File: src/rtl/uart_cmd_pkg.sv
`default_nettype none
// ============================================================================
// Module   : uart_cmd_pkg
// Brief    : Shared UART command constants, event bit indices and FSM
//            encoding for the event encoder and the command decoder.
// Revision : 1.0 - initial release
// ============================================================================
package uart_cmd_pkg;

    localparam int EVT_NUM = 7;

    localparam int EVT_LEFT        = 0;
    localparam int EVT_TOP         = 1;
    localparam int EVT_BOTTOM      = 2;
    localparam int EVT_RIGHT       = 3;
    localparam int EVT_SCAN_START  = 4;
    localparam int EVT_SCAN_RST    = 5;
    localparam int EVT_USER_RST    = 6;

    localparam logic [7:0] c_char_left       = 8'h61; // 'a'
    localparam logic [7:0] c_char_top        = 8'h77; // 'w'
    localparam logic [7:0] c_char_bottom     = 8'h73; // 's'
    localparam logic [7:0] c_char_right      = 8'h64; // 'd'
    localparam logic [7:0] c_char_scan_start = 8'h62; // 'b'
    localparam logic [7:0] c_char_scan_rst   = 8'h6E; // 'n'
    localparam logic [7:0] c_char_user_rst   = 8'h6D; // 'm'
    localparam logic [7:0] c_char_cr         = 8'h0D;
    localparam logic [7:0] c_char_lf         = 8'h0A;

    typedef enum logic [1:0] {
        ST_IDLE      = 2'd0,
        ST_SEND_CHAR = 2'd1,
        ST_SEND_CR   = 2'd2,
        ST_SEND_LF   = 2'd3
    } enc_state_t;

    function automatic logic [7:0] evt_char(input logic [2:0] idx);
        case (idx)
            3'd0:    evt_char = c_char_left;
            3'd1:    evt_char = c_char_top;
            3'd2:    evt_char = c_char_bottom;
            3'd3:    evt_char = c_char_right;
            3'd4:    evt_char = c_char_scan_start;
            3'd5:    evt_char = c_char_scan_rst;
            3'd6:    evt_char = c_char_user_rst;
            default: evt_char = 8'h00;
        endcase
    endfunction

endpackage
`default_nettype wire

File: src/rtl/uart_evt_arbiter.sv
`default_nettype none
// ============================================================================
// Module   : uart_evt_arbiter
// Brief    : Combinational lowest-index priority selector over pending events.
// Revision : 1.0 - initial release
// ============================================================================
module uart_evt_arbiter
    import uart_cmd_pkg::*;
(
    input  logic [EVT_NUM-1:0] i_pending,
    output logic [2:0]         o_idx,
    output logic               o_valid
);

    // Scanning downwards lets the lowest set bit be the last (winning) write.
    always_comb begin
        o_idx   = 3'd0;
        o_valid = 1'b0;
        for (int i = EVT_NUM - 1; i >= 0; i--) begin
            if (i_pending[i]) begin
                o_idx   = 3'(i);
                o_valid = 1'b1;
            end
        end
    end

endmodule
`default_nettype wire

File: src/rtl/uart_event_encoder.sv
`default_nettype none
// ============================================================================
// Module   : uart_event_encoder
// Brief    : Latches event pulses as pending flags and emits one ASCII command
//            byte per event (optionally CR LF terminated) to a UART transmitter.
// Revision : 1.0 - initial release
// ============================================================================
module uart_event_encoder
    import uart_cmd_pkg::*;
#(
    parameter bit TERMINATE = 1'b1
) (
    input  logic               I_sys_clk,
    input  logic               I_rst,
    input  logic [EVT_NUM-1:0] I_event,
    input  logic               I_tx_ready,
    output logic [7:0]         o_tx_data,
    output logic               o_tx_data_valid,
    output logic [EVT_NUM-1:0] o_pending,
    output logic               o_busy,
    output logic               o_overflow
);

    enc_state_t         state_q,    state_d;
    logic [EVT_NUM-1:0] pending_q,  pending_d;
    logic [7:0]         tx_data_q,  tx_data_d;
    logic               tx_valid_q, tx_valid_d;
    logic               busy_q,     busy_d;
    logic               overflow_q, overflow_d;

    logic [2:0]         w_sel_idx;
    logic               w_sel_valid;
    logic [EVT_NUM-1:0] w_clear;
    logic               w_xfer;

    uart_evt_arbiter u_arbiter (
        .i_pending (pending_q),
        .o_idx     (w_sel_idx),
        .o_valid   (w_sel_valid)
    );

    assign w_xfer = tx_valid_q & I_tx_ready;

    always_comb begin
        state_d    = state_q;
        tx_data_d  = tx_data_q;
        tx_valid_d = tx_valid_q;
        w_clear    = '0;

        case (state_q)
            ST_IDLE: begin
                if (w_sel_valid) begin
                    w_clear    = 7'(1) << w_sel_idx;
                    tx_data_d  = evt_char(w_sel_idx);
                    tx_valid_d = 1'b1;
                    state_d    = ST_SEND_CHAR;
                end
            end
            ST_SEND_CHAR: begin
                if (w_xfer) begin
                    if (TERMINATE) begin
                        tx_data_d = c_char_cr;
                        state_d   = ST_SEND_CR;
                    end else begin
                        tx_valid_d = 1'b0;
                        state_d    = ST_IDLE;
                    end
                end
            end
            ST_SEND_CR: begin
                if (w_xfer) begin
                    tx_data_d = c_char_lf;
                    state_d   = ST_SEND_LF;
                end
            end
            ST_SEND_LF: begin
                if (w_xfer) begin
                    tx_valid_d = 1'b0;
                    state_d    = ST_IDLE;
                end
            end
            default: begin
                tx_valid_d = 1'b0;
                state_d    = ST_IDLE;
            end
        endcase

        // A new event on the bit being selected re-arms it, so set wins over clear.
        overflow_d = |(I_event & pending_q & ~w_clear);
        pending_d  = (pending_q & ~w_clear) | I_event;
        busy_d     = (state_d != ST_IDLE);
    end

    always_ff @(posedge I_sys_clk) begin
        if (I_rst) begin
            state_q    <= ST_IDLE;
            pending_q  <= '0;
            tx_data_q  <= 8'h00;
            tx_valid_q <= 1'b0;
            busy_q     <= 1'b0;
            overflow_q <= 1'b0;
        end else begin
            state_q    <= state_d;
            pending_q  <= pending_d;
            tx_data_q  <= tx_data_d;
            tx_valid_q <= tx_valid_d;
            busy_q     <= busy_d;
            overflow_q <= overflow_d;
        end
    end

    assign o_tx_data       = tx_data_q;
    assign o_tx_data_valid = tx_valid_q;
    assign o_pending       = pending_q;
    assign o_busy          = busy_q;
    assign o_overflow      = overflow_q;

endmodule
`default_nettype wire
File: config.mk
export PLATFORM = sky130hd
export DESIGN_NAME = uart_event_encoder
export DESIGN_NICKNAME = d
export VERILOG_FILES = /design/src/rtl/uart_cmd_pkg.sv /design/src/rtl/uart_evt_arbiter.sv /design/src/rtl/uart_event_encoder.sv
export SDC_FILE = /design/constraint.sdc
export NUM_CORES = 1
export LEC_CHECK = 0
export ABC_CLOCK_PERIOD_IN_PS = 1730
export CORE_MARGIN = 1.5
export CORE_UTILIZATION = 58
export CTS_BUF_LIST = sky130_fd_sc_hd__clkbuf_4
export CTS_CLUSTER_SIZE = 25
export DETAILED_ROUTE_END_ITERATION = 6
export DONT_BUFFER_PORTS = 1
export GPL_TIMING_DRIVEN = 0
export PLACE_DENSITY = 0.74
export SYNTH_ARGS = -nofsm -noshare
export SYNTH_HDL_FRONTEND = slang
export SYNTH_SLANG_ARGS = --single-unit
File: constraint.sdc
create_clock -name I_sys_clk -period 1.73 [get_ports I_sys_clk]
set_clock_uncertainty 0.05 [all_clocks]
set_input_delay 0 -clock I_sys_clk [delete_from_list [all_inputs] [get_ports I_sys_clk]]
set_output_delay 0 -clock I_sys_clk [all_outputs]
set_load 0.01 [all_outputs]
# Word-level counts from Yosys, hierarchy flattened
# Index checks and enable logic that the tools add are counted.
[word_totals]
ff_bits = 20
in_bits = 10
elab_cells = 63
out_inout_bits = 18
[classes]
shift = 1
n_mux = 29
bitwise_logic = 6
reduce_logical = 8
eq_ne = 13
[ops]
columns = ["operator", "n"]
rows = [
  ["$pmux W7 S7", 1],
  ["$mux W8", 3],
  ["$pmux W8 S3", 1],
  ["$and A7 B7 Y7", 3],
  ["$mux W3", 7],
  ["$mux W7", 2],
  ["$eq A3 B3 Y1 const B", 3],
  ["$mux W1", 9],
  ["$mux W2", 4],
  ["$pmux W2 S4", 1],
  ["$not A7 Y7", 1],
  ["$or A7 B7 Y7", 1],
  ["$reduce_or A7 Y1", 1],
  ["$shl A1 B3 Y7 const A", 1],
  ["$eq A3 B2 Y1 const B", 2],
  ["$ne A2 B2 Y1 const B", 3],
  ["$eq A2 B2 Y1 const B", 2],
  ["$reduce_and A4 Y1", 1],
  ["$reduce_bool A2 Y1", 2],
  ["$eq A3 B1 Y1 const B", 1],
  ["$logic_not A3 Y1", 1],
  ["$reduce_and A3 Y1", 1],
  ["$reduce_bool A3 Y1", 1],
  ["$eq A2 B1 Y1 const B", 1],
  ["4 further kinds", 4],
]

# Logic depth before layout (Yosys ltp)
# Gate-level depths: netlist of run 1.
[logic_depth]
ltp_word = 13
ltp_mapped = 7
ltp_nobuf = 6

# Hierarchy
# From an unflattened synthesis of run 1, not the netlist that was laid out.
[unflattened]
cells_unflattened = 129
area_unflattened_um2 = 1024.7
[by_module_without_submodules]
columns = ["module", "n_inst", "seq_area_each_um2", "cells_per_inst", "area_each_um2"]
rows = [
  ["uart_event_encoder", 1, 360.3, 118, 958.4],
  ["uart_evt_arbiter", 1, 0.0, 11, 66.3],
]

# Least setup slack after synthesis of run 1
# No wires, ideal clock.
[synth_timing]
path_kind = "register to register"
startpoint = "reg state_q[1]"
endpoint = "reg tx_data_q[0] (netlist: o_tx_data[0])"
setup_slack_ps = -27
stages_incl_launch_ff = 7
period_less_slack_ps = 1757
arrival_ps = 1580
setup_time_ps = 128
path_cell_list = "dfxtp_1 inv_1 ha_1 a2bb2oi_1 a311oi_4 mux2i_1 nor2_1"
[synth_between]
elab_chain_cells = 3
word_cells_on_any_way = 9
cone_classes = "5 x eq/ne; 1 x mux; 3 x reduce/logical"
[synth_rtl]
columns = ["item", "line_no", "text"]
rows = [
  ["from (decl)", "uart_event_encoder.sv:24", "enc_state_t state_q, state_d;"],
  ["from (signal assigned)", "uart_event_encoder.sv:103", "state_q <= state_d;"],
  ["$eq A2 B1 Y1 (tied with other cells)", "uart_event_encoder.sv:50", "case (state_q)"],
  ["$ne A2 B2 Y1 (no line) (tied with other cells)", "n/a", ""],
  ["$reduce_and A4 Y1 (no line)", "n/a", ""],
  ["to (signal assigned)", "uart_event_encoder.sv:105", "tx_data_q <= tx_data_d;"],
  ["to (decl)", "uart_event_encoder.sv:26", "logic [7:0] tx_data_q, tx_data_d;"],
]
# Several ways; a longest one is shown, not always the timed one.
# A chain may end at the register's enable or synchronous reset.

# Final worst setup path of run 1
[layout_timing]
startpoint = "reg state_q[1]"
endpoint = "reg tx_data_q[2] (netlist: o_tx_data[2])"
# The elaborated chain is that of the path after synthesis.

==> results of run 1 <==
Yosys cell counts, drive strengths merged (3+ instances only):
cell	count	area share, %
a211oi	3	2.2
a21oi	10	4.8
inv	8	2.9
buf	7	4.5
clkbuf	3	1.1
nand2	5	1.8
a311oi	3	4.2
o21ai	8	3.9
nand3	3	1.9
ha	5	6.0
nor3	3	1.9
dfxtp	18	35
nor2	16	5.8
layer usage:
layer | wire length, um | vias up
met5 | 0 | -
met4 | 65 | 0
met3 | 117 | 7
met2 | 1379 | 42
met1 | 1045 | 476
li1 | - | 490
power by group through the flow:
stage | clock, mW | sequential, mW | combinational [mW]
final | 0.221 | 0.693 | 0.933
after detailed placement | 0 | 0.677 | 0.620
after global placement | 0 | 0.674 | 0.610
after global routing | 0.244 | 0.709 | 1.01
after CTS | 0.222 | 0.673 | 0.713
after floorplan | 0 | 0.656 | 0.527
cells by family after synthesis:
logic type,Yosys count,synth area share [%]
fa+ha+maj,5,6.031
buf+inv,18,8.444
simple gates,38,19.66
other cells,1,0.3615
flops,18,34.74
compound gates,41,28.83
mux,2,1.930
layout make-up:
| class | count | area (um^2) |
|---|---|---|
| tap | 25 | 31.28 |
| inverter | 8 | 35.03 |
| sequential | 18 | 375.4 |
| buffer | 9 | 71.32 |
| fill | 104 | 307.8 |
| clock buffer | 3 | 22.52 |
| timing repair buffer | 22 | 219.0 |
| clock inverter | 1 | 3.754 |
| multi-input combinational | 87 | 641.9 |
path summary, 6_finish.rpt:
path	start	endpoint	cells after the start
setup / recovery	state_q[1]$_SDFF_PP0_	o_tx_data[2]$_SDFFE_PP0P_	7
setup reg to reg	state_q[1]$_SDFF_PP0_	o_tx_data[2]$_SDFFE_PP0P_	7
hold / removal	I_rst	o_pending[0]$_SDFF_PP0_	2
hold reg to reg	o_tx_data[1]$_SDFFE_PP0P_	o_tx_data[1]$_SDFFE_PP0P_	2
state kept, by name (all words and copies together), names as in the netlist:
name,flops
o_overflow,1
o_tx_data,6
o_tx_data_valid,1
o_busy,1
o_pending,7
state_q,2
stage by stage:
step	worst slack (ns)	setup TNS [ns]
2_1_floorplan	0.02940	0
3_3_place_gp	-0.1555	-0.9365
3_5_place_dp	-0.1832	-1.098
4_1_cts	0.002262	0
5_1_grt	-0.04384	-0.1030
6_report	0.02011	0
repair_timing:
| item | 4_1_cts | 5_1_grt |
|---|---|---|
| endpoints found under the hold margin | 9 | 0 |
| pin swaps | 2 | 3 |
| gates resized for setup | 6 | 26 |
| cloned | 0 | 1 |
| hold buffers | 8 | 0 |
| buffers inserted | 3 | 10 |
| endpoints found under the setup margin | 8 | 9 |
==> results.json, run 1 <==
{
  "status": "finished clean",
  "first_pass_iters": 4,
  "fin_area_um2": 1400,
  "clkPwrFrac_pct": 12.0,
  "cts_buffers": 3,
  "slew_viol_final": 0,
  "clock_latency_ns": 0.30,
  "antenna_found_initial": 0,
  "row_count": 15,
  "combPwrFrac_pct": 50.5,
  "grt_use_met2_pct": 41.71,
  "drive_gt1_share_pct": 31.08,
  "place_congestion": 0.8114,
  "async_reset_ff_share_pct": 0,
  "clk_pin_slew_ns": 0.11,
  "swShare_pct": 39.59,
  "grt_overflow": 0,
  "critPathKind": "register to register",
  "ys_seq_area_share_pct": 34.74,
  "cts_sinks": 18,
  "slowest_stage": "dfxtp_4",
  "ys_types": 43,
  "dp_hpwl_um": 1458,
  "die_h_um": 45.29,
  "rsz0062_at_grt": "yes",
  "grt_pass1_vias": 828,
  "max_stage_delay_ns": 0.40,
  "yosysWarnings": 0,
  "drt.antenna.violating_nets": 0,
  "final_hold_viol_count": 0,
  "totalPowerFinal_mw": 1.846,
  "wire_per_inst_um": 15.07,
  "die_area_um2": 2051,
  "avgViaCountPerCell": 5.867,
  "cp_top_family": "compound AO/OA/AOI/OAI gates",
  "start_util_pct": 60.73,
  "synthToLayoutAreaGrowth_pct": 34.98,
  "setup_violations": 0,
  "synth_ff_type": "dfxtp_1",
  "numPortBuffers": 0,
  "dieWidth_um": 45.29,
  "crit_chain": "inv_4 -> ha_4 -> a2bb2oi_2 -> a311oi_4 -> buf_12 -> nor2_1 -> a311oi_1",
  "vias": 1015,
  "coreArea_um2": 1708,
  "reg2reg_slack_ns": 0.02,
  "holdWs_ns": 0.05888,
  "p_leak_nw": 0.5674,
  "nets": 164,
  "grt_pass1_wl_um": 3505,
  "grt_max_degree": 11,
  "crit_buf_inv": 2,
  "ys_ff_latch": 18,
  "use_met3_pct": 2.800,
  "final_cell_mix": "16 x nor2_1, 14 x buf_4, 10 x a21oi_1, 10 x dfxtp_1",
  "critPathCaptureType": "register",
  "crit_required_ns": 1.89,
  "grt_use_total_pct": 23.53,
  "power_frac_seq_pct": 37.5,
  "post-route-util_pct": 81.98,
  "wl_um": 2607,
  "busiest_layer": "met2",
  "cts_tree": "done",
  "final_common_cell": "nor2_1",
  "startpoint_type": "register",
  "max_freq_mhz": 584.8,
  "htreeDepth": 1,
  "dp_cells": 148,
  "drc": 0,
  "synth_area_um2": 1037,
  "io_pins": 28,
  "syn_avg_cell_area_um2": 8.433,
  "clockBufferDepth": 2,
  "syn_inst": 123,
  "p_sw_uw": 730.9,
  "synth_enable_flop_cells": 0,
  "intPower_mw": 1.115,
  "fin_crit_ns": 1.710,
  "peakVddDrop_mv": 0.7285,
  "cap_violations": 0,
  "cp_max_fo": 5,
  "drtIter0Drc": 23,
  "syn_nets": 138,
  "post-route-period-util_pct": 98.84,
  "arrival_ns": 1.87,
  "n_antenna_cell": 0,
  "root_buffer": "clkbuf_4",
  "hold_path_class": "input port to register",
  "place_area_um2": 1069,
  "power.density_nw_per_um2": 1319,
  "met1_usage_pct": 28.08,
  "fin_cells": 173
}
Note: power is estimated with default switching activity, not from simulation.
==> run 2, diff against run 1 <==
Settings changed: SETUP_SLACK_MARGIN set to 0.05.
==> results.json, run 2 (synthesis results as in run 1) <==
{
  "grt_use_total_pct": 24.32,
  "avgViaCountPerCell": 5.600,
  "dp_slack_ns": -0.2389,
  "io_pins": 28,
  "n_antenna_cell": 0,
  "critPathKind": "register to register",
  "cts_tree": "done",
  "post-route-period-util_pct": 96.81,
  "root_buffer": "clkbuf_4",
  "die_h_um": 45.29,
  "nets": 156,
  "wl_um": 2259,
  "slowest_stage": "dfxtp_2",
  "start_util_pct": 60.73,
  "power.density_nw_per_um2": 1290,
  "largest_register_ffs": 7,
  "vias": 924,
  "peakVddDrop_mv": 0.7156,
  "rsz0062_at_grt": "yes",
  "clock_latency_ns": 0.29,
  "cp_num_cells": 7,
  "antenna_found_initial": 0,
  "crit_required_ns": 1.89,
  "cts_sinks": 18,
  "grt_overflow": 0,
  "grt_max_degree": 11,
  "final_common_cell": "nor2_1",
  "clk_pin_slew_ns": 0.10,
  "crit_chain": "inv_1 -> ha_2 -> a2bb2oi_1 -> a311oi_4 -> buf_12 -> nor2_1 -> a311oi_1",
  "drt.antenna.violating_nets": 0,
  "numPortBuffers": 0,
  "hold_depth": 3,
  "setup_tns_ns": 0,
  "totalPowerFinal_mw": 1.633,
  "final_hold_viol_count": 0,
  "drive_gt1_share_pct": 22.86,
  "wire_per_inst_um": 13.69,
  "die_area_um2": 2051,
  "critPathCaptureType": "register",
  "drtIter0Drc": 19,
  "cp_top_family": "compound AO/OA/AOI/OAI gates",
  "clockBufferDepth": 2,
  "hold_path_class": "input port to register",
  "startpoint_type": "register",
  "reg2reg_depth": 7,
  "holdWs_ns": 0.02075,
  "cts_buffers": 3,
  "worst_slack_ns": 0.05526,
  "max_freq_mhz": 597.1,
  "slew_viol_final": 0,
  "max_stage_delay_ns": 0.37,
  "final_cell_mix": "16 x nor2_1, 13 x dfxtp_1, 10 x a21oi_1",
  "dieWidth_um": 45.29,
  "arrival_ns": 1.83,
  "cap_violations": 0,
  "status": "finished clean",
  "cp_max_fo": 10,
  "first_pass_iters": 4,
  "synthToLayoutAreaGrowth_pct": 22.07,
  "dp_hpwl_um": 1534,
  "place_congestion": 0.8329,
  "fin_crit_ns": 1.675,
  "n_fill_cell": 121,
  "coreArea_um2": 1708,
  "grt_pass1_wl_um": 3532,
  "grt_pass1_vias": 822,
  "drc": 0,
  "setup_violations": 0,
  "row_count": 15,
  "htreeDepth": 1,
  "p_leak_nw": 0.5134,
  "crit_buf_inv": 2
}
## run 2: changes by cell type in the layout (fill, tap and decap cells not counted), moves of 2 or more
cell	delta
buf_4	-6
dfxtp_1	+3
ha_4	-3
buf_2	+2
buf_6	-2
dfxtp_2	-2
ha_2	+2
inv_1	+2
inv_4	-2
## run 2: power by group
part	switching (mW)	internal [mW]
logic	0.382	0.364
registers	0.138	0.537
clock network	0.128	0.0840
## run 2: area by class of cell
| cell class | instances | area (um^2) | area share [%] |
|---|---|---|---|
| multi-input combinational | 87 | 609.3 | 48.12 |
| sequential | 18 | 369.1 | 29.15 |
| timing repair buffer | 14 | 141.4 | 11.17 |
| buffer | 9 | 58.81 | 4.644 |
| tap | 25 | 31.28 | 2.470 |
| inverter | 8 | 30.03 | 2.372 |
| clock buffer | 3 | 22.52 | 1.779 |
| clock inverter | 1 | 3.754 | 0.2964 |
## run 2: path summary, 6_finish.rpt
check                   startpoint                         to  slack (ns)
min                     I_tx_ready      state_q[1]$_SDFF_PP0_        0.02
min reg2reg  state_q[1]$_SDFF_PP0_      state_q[1]$_SDFF_PP0_        0.48
max reg2reg  state_q[0]$_SDFF_PP0_  o_tx_data[2]$_SDFFE_PP0P_        0.06
max          state_q[0]$_SDFF_PP0_  o_tx_data[2]$_SDFFE_PP0P_        0.06
## run 2: worst min-delay path, stage by stage
cell      delay [ns]
a21boi_0        0.07
o22ai_1         0.17
a221oi_2        0.09
## run 2: per-stage QoR
stage               utilization (%)  std cells  cell area, um^2
finish                        74.14        165             1266
global route                  74.14        165             1266
CTS                           71.94        162             1229
detailed placement            62.64        148             1070
global placement              62.64        148             1070
floorplan                         -        123             1039
## run 2: metal layers
layer / vias up / GRT usage (%) / share of wire [%] / routed length, um
met5: - / 0 / 0 / 0
met4: 0 / 12.94 / 2.5 / 56
met3: 7 / 3.200 / 3.6 / 81
met2: 24 / 42.00 / 50 / 1129
met1: 421 / 28.92 / 44 / 992
li1: 472 / - / - / -
## run 2: repair_timing
| item | in CTS | in global routing |
|---|---|---|
| resized for setup | 8 | 7 |
| pin swaps | 2 | 3 |
| endpoints found under the hold margin | 9 | 0 |
| hold buffers | 8 | 0 |
| setup endpoints to repair | 9 | 9 |
| buffers inserted | 3 | 3 |
==> run 3, diff against run 2 <==
Settings changed: CORE_MARGIN 1.5 to 3, CTS_CLUSTER_SIZE 25 to 8.
==> results.json, run 3 (synthesis results as in run 1) <==
{
  "drc": 2,
  "clk_pin_slew_ns": 0.11,
  "htreeDepth": 1,
  "clockBufferDepth": 2,
  "max_freq_mhz": 579.6,
  "multi_input_comb_area_um2": 648.1,
  "grt_max_degree": 11,
  "clock_latency_ns": 0.30,
  "hold_path_class": "input port to register",
  "rsz0062_at_grt": "yes",
  "critPathCaptureType": "register",
  "arrival_ns": 1.86,
  "first_pass_iters": 6,
  "n_fill_cell": 78,
  "root_buffer": "clkbuf_4",
  "fin_area_um2": 1368,
  "worst_slack_ns": 0.004635,
  "cp_max_fo": 5,
  "setup_tns_ns": 0,
  "startpoint_type": "register",
  "n_antenna_cell": 0,
  "setup_violations": 0,
  "final_hold_viol_count": 0,
  "p_leak_nw": 0.5469,
  "nets": 159,
  "reg2reg_depth": 7,
  "drive_gt1_share_pct": 27.97,
  "dp_slack_ns": -0.1751,
  "die_h_um": 48.29,
  "numPortBuffers": 0,
  "dp_hpwl_um": 1568,
  "largest_register_ffs": 7,
  "reg2reg_to": "o_tx_data[4]$_SDFFE_PP0P_",
  "start_util_pct": 65.07,
  "final_common_cell": "nor2_1",
  "totalPowerFinal_mw": 1.885,
  "cap_violations": 0,
  "cts_buffers": 3,
  "drtIter0Drc": 27,
  "slew_viol_final": 0,
  "status": "finished with violations",
  "final_cell_mix": "16 x nor2_1, 12 x dfxtp_1, 10 x a21oi_1",
  "post-route-period-util_pct": 99.73,
  "cts_tree": "done",
  "grt_pass1_wl_um": 3953,
  "fin_crit_ns": 1.725,
  "wire_per_inst_um": 16.93,
  "wl_um": 2828,
  "row_count": 14,
  "place_congestion": 0.7840,
  "die_area_um2": 2332,
  "antenna_found_initial": 0,
  "place_area_um2": 1069,
  "grt_pass1_vias": 936,
  "cp-endpoint": "o_tx_data[4]$_SDFFE_PP0P_",
  "coreArea_um2": 1594,
  "io_pins": 28,
  "vias": 991,
  "cts_sinks": 18,
  "grt_use_total_pct": 24.16,
  "reg2reg_slack_ns": 0.005,
  "violations": "DRC",
  "drt.antenna.violating_nets": 0,
  "dieWidth_um": 48.29,
  "synthToLayoutAreaGrowth_pct": 31.85,
  "crit_start": "state_q[1]$_SDFF_PP0_",
  "power.density_nw_per_um2": 1378,
  "crit_required_ns": 1.87,
  "seqCellArea_um2": 372.9,
  "peakVddDrop_mv": 0.7762,
  "r2r-start": "state_q[1]$_SDFF_PP0_",
  "critPathKind": "register to register",
  "grt_overflow": 0,
  "avgViaCountPerCell": 5.934
}
run 3: repair_timing:
| item | in CTS | in global routing |
|---|---|---|
| hold endpoints to repair | 9 | 0 |
| gates resized for setup | 10 | 14 |
| setup buffers | 4 | 4 |
| hold buffers | 8 | 0 |
| cloned | 0 | 1 |
| pin swaps | 2 | 2 |
| endpoints found under the setup margin | 10 | 8 |
run 3: power breakdown:
part	switching [mW]	leakage, nW	total, mW	internal [mW]
logic	0.459	0.379	0.971	0.512
clock network	0.143	0.0154	0.227	0.0841
registers	0.146	0.152	0.686	0.540
run 3: cell type report:
type	count	share of cell area, %
clock inverters	1	0.2745
flip-flops and latches	18	27.26
clock buffers	3	1.647
well taps	24	2.196
multi-input cells	87	47.39
inverters	8	2.196
plain buffers	9	4.849
repair buffers	17	14.18
run 3: worst min-delay path by stage:
stage	slack, ns	cells past startpoint	startpoint	end
after global placement	0.08	2	I_event[6]	o_pending[6]$_SDFF_PP0_
after detailed placement	0.08	2	I_event[6]	o_pending[6]$_SDFF_PP0_
final	0.01	3	I_tx_ready	state_q[1]$_SDFF_PP0_
after global routing	0.03	3	I_tx_ready	state_q[1]$_SDFF_PP0_
after CTS	0.01	3	I_tx_ready	state_q[1]$_SDFF_PP0_
after floorplan	0.07	2	I_event[1]	o_pending[1]$_SDFF_PP0_
run 3: worst max-delay path, cell delays in order (launching register included):
cell,delay [ns]
dfxtp_4,0.38
buf_12,0.13
ha_4,0.16
a2bb2oi_2,0.14
a311oi_4,0.35
buf_12,0.17
mux2i_1,0.19
nor2_1,0.05
run 3: routing by layer:
layer  routed length [um]  GRT usage (%)  vias to the layer above
li1                     -              -                      475
met2                 1530          44.27                       33
met3                  124          3.690                        6
met1                 1132          27.43                      477
met5                    0              0                        -
met4                   40          9.677                        0
run 3: per-stage QoR:
step	cells	hold WS (ns)	util, %
after floorplan	123	0.06743	-
after global placement	147	0.07663	67.03
after detailed placement	147	0.08103	67.03
after CTS	162	0.009596	77.71
after global routing	167	0.03279	85.79
final	167	0.009667	85.79
